## config.mk

```make
export PLATFORM = sky130hd
export DESIGN_NAME = vdma_frame_addr_gen_flat
export DESIGN_NICKNAME = d
export VERILOG_FILES = /design/src/rtl/vdma_frame_addr_gen_if.sv /design/src/rtl/vdma_frame_addr_gen.sv /design/src/flat_wrapper.sv
export SDC_FILE = /design/constraint.sdc
export NUM_CORES = 1
export LEC_CHECK = 0
export ABC_AREA = 1
export BUFFER_PORTS_ARGS = -buffer_cell sky130_fd_sc_hd__buf_2
export CAP_MARGIN = 20
export CORE_ASPECT_RATIO = 1.1
export CORE_UTILIZATION = 50
export CTS_BUF_LIST = sky130_fd_sc_hd__clkbuf_4 sky130_fd_sc_hd__clkbuf_8
export DETAILED_ROUTE_END_ITERATION = 8
export PLACE_DENSITY = 0.79
export SLEW_MARGIN = 20
export SYNTH_ARGS = -nofsm -noshare
export SYNTH_HDL_FRONTEND = slang
export SYNTH_SLANG_ARGS = --single-unit
```

## constraint.sdc

```tcl
create_clock -name clock -period 6.7 [get_ports clock]
set_input_delay 0.67 -clock clock [delete_from_list [all_inputs] [get_ports clock]]
set_output_delay 0.67 -clock clock [all_outputs]
set_load 0.02 [all_outputs]
```

## src/rtl/vdma_frame_addr_gen_if.sv

```systemverilog
// Burst address channel between the VDMA frame address generator and the AXI address driver.
// The generator is the master; the address-channel driver is the slave.
interface vdma_frame_addr_gen_if #(
  parameter int unsigned ASIZE = 29
) ();
  logic             addr_valid;
  logic             addr_ready;
  logic [ASIZE-1:0] addr;
  logic             addr_tail;
  logic             addr_last;

  modport master (
    output addr_valid,
    output addr,
    output addr_tail,
    output addr_last,
    input  addr_ready
  );

  modport slave (
    input  addr_valid,
    input  addr,
    input  addr_tail,
    input  addr_last,
    output addr_ready
  );
endinterface

```

## src/rtl/vdma_frame_addr_gen.sv

```systemverilog
// Per-frame burst address generator: rotates through FRAMES base buffers and walks each frame
// as lines of full bursts plus an optional tail burst, one address per valid/ready handshake.
module vdma_frame_addr_gen #(
  parameter int unsigned ASIZE          = 29,
  parameter int unsigned LSIZE          = 16,
  parameter int unsigned BSIZE          = 12,
  parameter int unsigned FRAMES         = 3,
  parameter int unsigned FISIZE         = 2,
  parameter int unsigned BURST_MAP_ADDR = 12800
) (
  input  logic                  clock,
  input  logic                  rst_n,
  input  logic                  base_load_i,
  input  logic [FISIZE-1:0]     base_index_i,
  input  logic [ASIZE-1:0]      base_addr_i,
  input  logic [ASIZE-1:0]      line_stride_i,
  input  logic [BSIZE-1:0]      bursts_per_line_i,
  input  logic [LSIZE-1:0]      lines_per_frame_i,
  input  logic                  tail_en_i,
  input  logic                  start_i,
  vdma_frame_addr_gen_if.master addr_if,
  output logic [FISIZE-1:0]     frame_index_o,
  output logic                  busy_o,
  output logic                  frame_done_o
);

  typedef enum logic [1:0] {StIdle, StIssue, StDone} state_e;

  state_e state_q, state_d;

  logic [ASIZE-1:0]  base_q [FRAMES];
  logic [FISIZE-1:0] frame_idx_q, frame_idx_d;

  // Configuration latched at start
  logic [ASIZE-1:0]  stride_q, stride_d;
  logic [BSIZE-1:0]  bursts_q, bursts_d;
  logic [LSIZE-1:0]  lines_q, lines_d;
  logic              tail_q, tail_d;

  // Walk state
  logic [ASIZE-1:0]  line_base_q, line_base_d;
  logic [ASIZE-1:0]  burst_addr_q, burst_addr_d;
  logic [BSIZE-1:0]  burst_cnt_q, burst_cnt_d;
  logic [LSIZE-1:0]  line_cnt_q, line_cnt_d;
  logic              cur_tail_q, cur_tail_d;

  logic              hs;
  logic              full_last;
  logic              line_last;
  logic              line_end;
  logic              frame_last;
  logic [BSIZE-1:0]  bursts_norm;
  logic [LSIZE-1:0]  lines_norm;
  logic [ASIZE-1:0]  next_line_base;

  assign hs = (state_q == StIssue) && addr_if.addr_ready;

  // Last full burst of the line (never true while the tail is presented)
  assign full_last  = !cur_tail_q &&
                      (((BSIZE+1)'(burst_cnt_q) + (BSIZE+1)'(1)) == (BSIZE+1)'(bursts_q));
  assign line_last  = ((LSIZE+1)'(line_cnt_q) + (LSIZE+1)'(1)) == (LSIZE+1)'(lines_q);
  assign line_end   = cur_tail_q || (full_last && !tail_q);
  assign frame_last = line_end && line_last;

  assign lines_norm  = (lines_per_frame_i == '0) ? LSIZE'(1) : lines_per_frame_i;
  assign bursts_norm = ((bursts_per_line_i == '0) && !tail_en_i) ? BSIZE'(1) : bursts_per_line_i;

  assign next_line_base = line_base_q + stride_q;

  // Base registers are writable in any state; an active frame keeps its latched copy.
  always_ff @(posedge clock or negedge rst_n) begin
    if (!rst_n) begin
      for (int unsigned i = 0; i < FRAMES; i++) begin
        base_q[i] <= '0;
      end
    end else if (base_load_i) begin
      for (int unsigned i = 0; i < FRAMES; i++) begin
        if (base_index_i == FISIZE'(i)) begin
          base_q[i] <= base_addr_i;
        end
      end
    end
  end

  always_ff @(posedge clock or negedge rst_n) begin
    if (!rst_n) begin
      state_q <= StIdle;
    end else begin
      state_q <= state_d;
    end
  end

  always_comb begin
    state_d = state_q;
    unique case (state_q)
      StIdle:  if (start_i) state_d = StIssue;
      StIssue: if (hs && frame_last) state_d = StDone;
      StDone:  state_d = StIdle;
      default: state_d = StIdle;
    endcase
  end

  always_comb begin
    addr_if.addr_valid = (state_q == StIssue);
    addr_if.addr       = burst_addr_q;
    addr_if.addr_tail  = (state_q == StIssue) && cur_tail_q;
    addr_if.addr_last  = (state_q == StIssue) && frame_last;
    busy_o             = (state_q == StIssue);
    frame_done_o       = (state_q == StDone);
    frame_index_o      = frame_idx_q;
  end

  always_comb begin
    stride_d     = stride_q;
    bursts_d     = bursts_q;
    lines_d      = lines_q;
    tail_d       = tail_q;
    line_base_d  = line_base_q;
    burst_addr_d = burst_addr_q;
    burst_cnt_d  = burst_cnt_q;
    line_cnt_d   = line_cnt_q;
    cur_tail_d   = cur_tail_q;
    frame_idx_d  = frame_idx_q;

    if ((state_q == StIdle) && start_i) begin
      stride_d     = line_stride_i;
      bursts_d     = bursts_norm;
      lines_d      = lines_norm;
      tail_d       = tail_en_i;
      line_base_d  = base_q[frame_idx_q];
      burst_addr_d = base_q[frame_idx_q];
      burst_cnt_d  = '0;
      line_cnt_d   = '0;
      cur_tail_d   = (bursts_per_line_i == '0) && tail_en_i;
    end else if (hs && !frame_last) begin
      if (line_end) begin
        line_base_d  = next_line_base;
        burst_addr_d = next_line_base;
        burst_cnt_d  = '0;
        line_cnt_d   = line_cnt_q + LSIZE'(1);
        cur_tail_d   = (bursts_q == '0);
      end else begin
        // The tail address falls out of the same accumulator after the last full burst.
        burst_addr_d = burst_addr_q + ASIZE'(BURST_MAP_ADDR);
        if (full_last) begin
          cur_tail_d = 1'b1;
        end else begin
          burst_cnt_d = burst_cnt_q + BSIZE'(1);
        end
      end
    end

    if (state_q == StDone) begin
      frame_idx_d = (frame_idx_q == FISIZE'(FRAMES - 1)) ? '0 : frame_idx_q + FISIZE'(1);
    end
  end

  always_ff @(posedge clock or negedge rst_n) begin
    if (!rst_n) begin
      stride_q     <= '0;
      bursts_q     <= '0;
      lines_q      <= '0;
      tail_q       <= 1'b0;
      line_base_q  <= '0;
      burst_addr_q <= '0;
      burst_cnt_q  <= '0;
      line_cnt_q   <= '0;
      cur_tail_q   <= 1'b0;
      frame_idx_q  <= '0;
    end else begin
      stride_q     <= stride_d;
      bursts_q     <= bursts_d;
      lines_q      <= lines_d;
      tail_q       <= tail_d;
      line_base_q  <= line_base_d;
      burst_addr_q <= burst_addr_d;
      burst_cnt_q  <= burst_cnt_d;
      line_cnt_q   <= line_cnt_d;
      cur_tail_q   <= cur_tail_d;
      frame_idx_q  <= frame_idx_d;
    end
  end

endmodule

```

## src/flat_wrapper.sv

```systemverilog
// flat-port wrapper written by rule: the top's interface ports become plain ports
module vdma_frame_addr_gen_flat 
#(
  parameter int unsigned ASIZE          = 29,
  parameter int unsigned LSIZE          = 16,
  parameter int unsigned BSIZE          = 12,
  parameter int unsigned FRAMES         = 3,
  parameter int unsigned FISIZE         = 2,
  parameter int unsigned BURST_MAP_ADDR = 12800
)
  (clock, rst_n, base_load_i, base_index_i, base_addr_i, line_stride_i, bursts_per_line_i, lines_per_frame_i, tail_en_i, start_i, frame_index_o, busy_o, frame_done_o, addr_if_addr_valid, addr_if_addr, addr_if_addr_tail, addr_if_addr_last, addr_if_addr_ready);
  vdma_frame_addr_gen_if #(.ASIZE(ASIZE)) addr_if_i ();
  input  logic clock;
  input  logic rst_n;
  input  logic base_load_i;
  input  logic [FISIZE-1:0] base_index_i;
  input  logic [ASIZE-1:0] base_addr_i;
  input  logic [ASIZE-1:0] line_stride_i;
  input  logic [BSIZE-1:0] bursts_per_line_i;
  input  logic [LSIZE-1:0] lines_per_frame_i;
  input  logic tail_en_i;
  input  logic start_i;
  output logic [FISIZE-1:0] frame_index_o;
  output logic busy_o;
  output logic frame_done_o;
  output wire logic [$bits(addr_if_i.addr_valid)-1:0] addr_if_addr_valid;
  output wire logic [$bits(addr_if_i.addr)-1:0] addr_if_addr;
  output wire logic [$bits(addr_if_i.addr_tail)-1:0] addr_if_addr_tail;
  output wire logic [$bits(addr_if_i.addr_last)-1:0] addr_if_addr_last;
  input wire logic [$bits(addr_if_i.addr_ready)-1:0] addr_if_addr_ready;
  assign addr_if_addr_valid = addr_if_i.addr_valid;
  assign addr_if_addr = addr_if_i.addr;
  assign addr_if_addr_tail = addr_if_i.addr_tail;
  assign addr_if_addr_last = addr_if_i.addr_last;
  assign addr_if_i.addr_ready = addr_if_addr_ready;
  vdma_frame_addr_gen #(.ASIZE(ASIZE), .LSIZE(LSIZE), .BSIZE(BSIZE), .FRAMES(FRAMES), .FISIZE(FISIZE), .BURST_MAP_ADDR(BURST_MAP_ADDR)) u_core (.clock(clock), .rst_n(rst_n), .base_load_i(base_load_i), .base_index_i(base_index_i), .base_addr_i(base_addr_i), .line_stride_i(line_stride_i), .bursts_per_line_i(bursts_per_line_i), .lines_per_frame_i(lines_per_frame_i), .tail_en_i(tail_en_i), .start_i(start_i), .addr_if(addr_if_i), .frame_index_o(frame_index_o), .busy_o(busy_o), .frame_done_o(frame_done_o));
endmodule
```

==> summary.log <==
[timing] final setup fails 0
[critical_path] highest net fanout along the worst path 28
[place] HPWL after detailed placement 27.3 mm
[grt] antenna violations before repair 0
[place] GP Congestion 0.985
[critical_path] Slowest-stage cell, CP dfrtp_1
[hold_path] Min-Delay Path Class in2async
[grt] pin count of the biggest net entering global routing 91
[critical_path] Top delay family on crit path simple AND/OR/NAND/NOR gates
[clocking] CTS Buffer Depth 3
[timing] final setup margin 2890 ps
[drt] number of iterations in the first detailed-routing pass 6
[clocking] number of buffers created by CTS 41
[floorplanning] row count 62
[critical_path] type of the worst setup path reg2out
[critical_path] worst path buffer plus inverter count 1
[power_and_ir_drop] Comb pwr share 43.5%
[floorplanning] Vert. Die Dim 175 µm
[synth] yosys warns 0
[grt] first-pass GRT wire length 63.2 mm
[critical_path] largest stage delay on the critical path 430 ps
[final_layout] layout cell share with drive strength beyond 1 11.9%
[drt] DRC violations left 0
[critical_path] endpoint kind of the worst setup timing path output port
[synth] mean post-synth cell area 7.15 µm²
[synth] most used flip-flop cell after synthesis dfrtp_1
[timing] peak clock frequency supported by timing 262 MHz
[clocking] clock slew at the register clock pins of the worst setup and hold paths 60 ps
[drt] vias after detailed routing 12.9k
[drt] routed wire length per instance 16.1 µm
[power_and_ir_drop] switching power as a share of total power 43.5%
[final_layout] number of diodes added for antenna fixing 0
[floorplanning] Die W 159 µm
[timing] final period utilization 56.9%
[power_and_ir_drop] largest voltage drop on the vdd net 0.189 mV
[synth] post-synthesis register bit count 236
[synth] synthesized netlist cell count 1905
[power_and_ir_drop] areal power density over the cells 423 nW/µm²
[timing] Final Slew Violations 0
[final_layout] post-synthesis to final-layout area growth 13.0%
[synth] number of distinct library cells after synthesis 44
[run] max-capacitance violation count 0
[grt] Overall Global Routing Usage 28.2%
[clocking] CTS Root Buffer Type clkbuf_8
[timing] slew at the pin closest to its max-slew limit 943 ps
[floorplanning] Core Area 26500 µm²
[power_and_ir_drop] internal cell power 3.67 mW
[critical_path] Critical Path AT 3140 ps
[timing] endpoints failing hold 0
[power_and_ir_drop] clock network fraction of design power 22.5%
[drt] number of DRC markers after the initial detailed-route iteration 1128
[floorplanning] I/O Pins 130
[critical_path] kind of start point of the critical path flip-flop
[power_and_ir_drop] reported net switching power 2.83 mW
[outcome] run status finished clean
[clocking] CTS tree done
[timing] worst rel slew slack 37.1%
[synth] cell area after synthesis 13600 µm²
[floorplanning] die area 27900 µm²
[place] port buffer count 129
[drt] number of vias per cell after detailed routing 5.38
[clocking] number of sinks driven by the clock tree 236
[clocking] post_cts resized 0
[timing] setup TNS 0 ps
[final_layout] number of nets at the end of the flow 2137
[clocking] quantity of hold-fixing buffers added after cts 0
[synth] number of enable-type register cells in the synthesized netlist 0
[synth] share of synthesized registers carrying an async set or reset 100%
[clocking] number of setup buffers added after CTS 0
[grt] sum of overflow across all layers after global routing 0
[power_and_ir_drop] sequential share of power 33.9%
[timing] worst-case clock skew 30.2 ps
[critical_path] required arrival time at the worst endpoint 6030 ps
[power_and_ir_drop] reported leakage power 8.17 nW
[floorplanning] effective utilization at floorplan 51.5%
[timing] fin crit period 3810 ps
[grt] vias in the first global route 12.1k
[synth] share of synthesized area occupied by flip-flops and latches 43.4%
[drt] number of nets with antenna violations after detailed routing 0
[drt] Detailed Route WL 38.5 mm
[clocking] Clock Latency Late Sink 560 ps
[place] worst-case setup slack after placement 3100 ps
[clocking] number of H-tree branching levels 2
[synth] number of nets in the synthesized netlist 2031
[critical_path] crit-path cells ha_1 > nand2_2 > nor2_2 > nand3_1 > nand2_1 > nand2_1 > nand2_1 > nand3_1 > nor2_2 > nand3_2 > nand2_4 > nand3_2 > nor2_1 > buf_2
[timing] RSZ-0062 raised after global routing false
[critical_path] cell occurring most often along the worst timing path nand2_1
==> placed cells by master (no fill, tap or decap), types with 4 or more instances in the layout <==
cell / netlist / routed
nand2_1: 775 / 774
dfrtp_1: 236 / 236
o21ai_0: 167 / 167
inv_1: 155 / 155
nand3_1: 149 / 148
buf_2: 13 / 128
nor2_1: 114 / 111
clkbuf_8: 0 / 54
a21oi_1: 35 / 35
xor2_1: 31 / 31
ha_1: 31 / 31
a22oi_1: 25 / 25
nand4_1: 22 / 22
nor3_1: 14 / 14
nand3b_1: 11 / 11
xnor2_1: 11 / 11
nor4_1: 10 / 10
buf_4: 3 / 10
nor2_2: 5 / 8
clkbuf_4: 0 / 8
clkinv_2: 0 / 7
o21bai_1: 4 / 4
nand3_2: 3 / 4
==> path summary, 6_finish.rpt <==
| path | slack, ps | start | cells after the start | end |
|---|---|---|---|---|
| min in group clock | 310 | line_stride_i[12] | 3 | u_core.stride_q[12] |
| hold / removal | 120 | rst_n | 1 | u_core.bursts_q[2] |
| setup / recovery | 2890 | u_core.burst_cnt_q[0] | 14 | addr_if_addr_last |
| setup reg to reg | 3040 | u_core.burst_cnt_q[0] | 17 | u_core.burst_cnt_q[0] |
| max in group asynchronous | 5250 | rst_n | 2 | u_core.base_q[28] |
| hold reg to reg | 480 | u_core.base_q[57] | 2 | u_core.base_q[57] |
==> state kept, by name, summed over array words and instances (netlist names) <==
signal	flops
u_core.line_base_q	29
u_core.line_cnt_q	16
u_core.stride_q	29
u_core.base_q	87
u_core.burst_cnt_q	12
u_core.cur_tail_q	1
u_core.frame_index_o	2
u_core.bursts_q	12
u_core.tail_q	1
u_core.addr_if.addr	29
u_core.state_q	2
u_core.lines_q	16
==> area by class of cell <==
class	count	area (µm²)
sequential	236	5910
clock inverter	12	123
multi-input combinational	1433	6750
timing repair buffer	141	769
clock buffer	62	803
inverter	158	596
fill	2505	11100
tap	352	440
==> cell usage after synthesis (3+ instances only) <==
master | instances | area (µm²)
nand2_1 | 775 | 2910
o21ai_0 | 167 | 836
nand2_2 | 3 | 18.8
nor2_2 | 5 | 31.3
buf_1 | 5 | 18.8
nor2_1 | 114 | 428
buf_4 | 3 | 22.5
ha_1 | 31 | 388
buf_6 | 9 | 101
nand3_1 | 149 | 746
o21bai_1 | 4 | 30.0
inv_1 | 155 | 582
a22oi_1 | 25 | 188
nor3_1 | 14 | 70.1
xor2_1 | 31 | 272
nand4_1 | 22 | 138
xnor2_1 | 11 | 96.3
buf_2 | 13 | 65.1
nor4_1 | 10 | 62.6
a21oi_1 | 35 | 175
clkbuf_1 | 48 | 180
nand3_2 | 3 | 30.0
nand3b_1 | 11 | 82.6
dfrtp_1 | 236 | 5910
==> kinds of logic after synthesis <==
logic type | after synthesis | share of synthesized area, %
DFF | 236 | 43.4
adders and majority gates | 32 | 3.00
buffers and inverters | 236 | 7.20
xor gates and xnor gates | 43 | 2.88
and+or+nand+nor | 1113 | 33.7
AOI/OAI and AO/OA | 245 | 9.89
==> stage by stage <==
stage / instance area [µm²] / std cells / total power [mW] / util (%) / hold WS [ps]
after global placement: 14400 / 2319 / 4.96 / 54.5 / 465
after CTS: 15400 / 2393 / 6.50 / 58.0 / 133
after detailed placement: 14400 / 2319 / 5.00 / 54.5 / 473
after floorplan: 13600 / 1905 / 4.19 / - / 374
after global routing: 15400 / 2394 / 7.02 / 58.2 / 176
final: 15400 / 2394 / 6.50 / 58.2 / 125
==> power by group through the flow <==
stage          sequential (mW)  combinational, mW  clock (mW)
6_report                  2.21               2.83        1.47
4_1_cts                   2.19               2.81        1.49
5_1_grt                   2.25               3.22        1.55
3_5_place_dp              2.21               2.79           0
2_1_floorplan             2.19               2.01           0
3_3_place_gp              2.20               2.77           0
==> routing by layer <==
metal	up-vias	GRT usage (%)	share of wire (%)
li1	6328	-	-
met1	6022	40.4	46
met5	-	0	0
met4	0	9.86	3.1
met2	449	43.6	45
met3	83	4.41	6.3
Power figures use the tool's default switching activity.
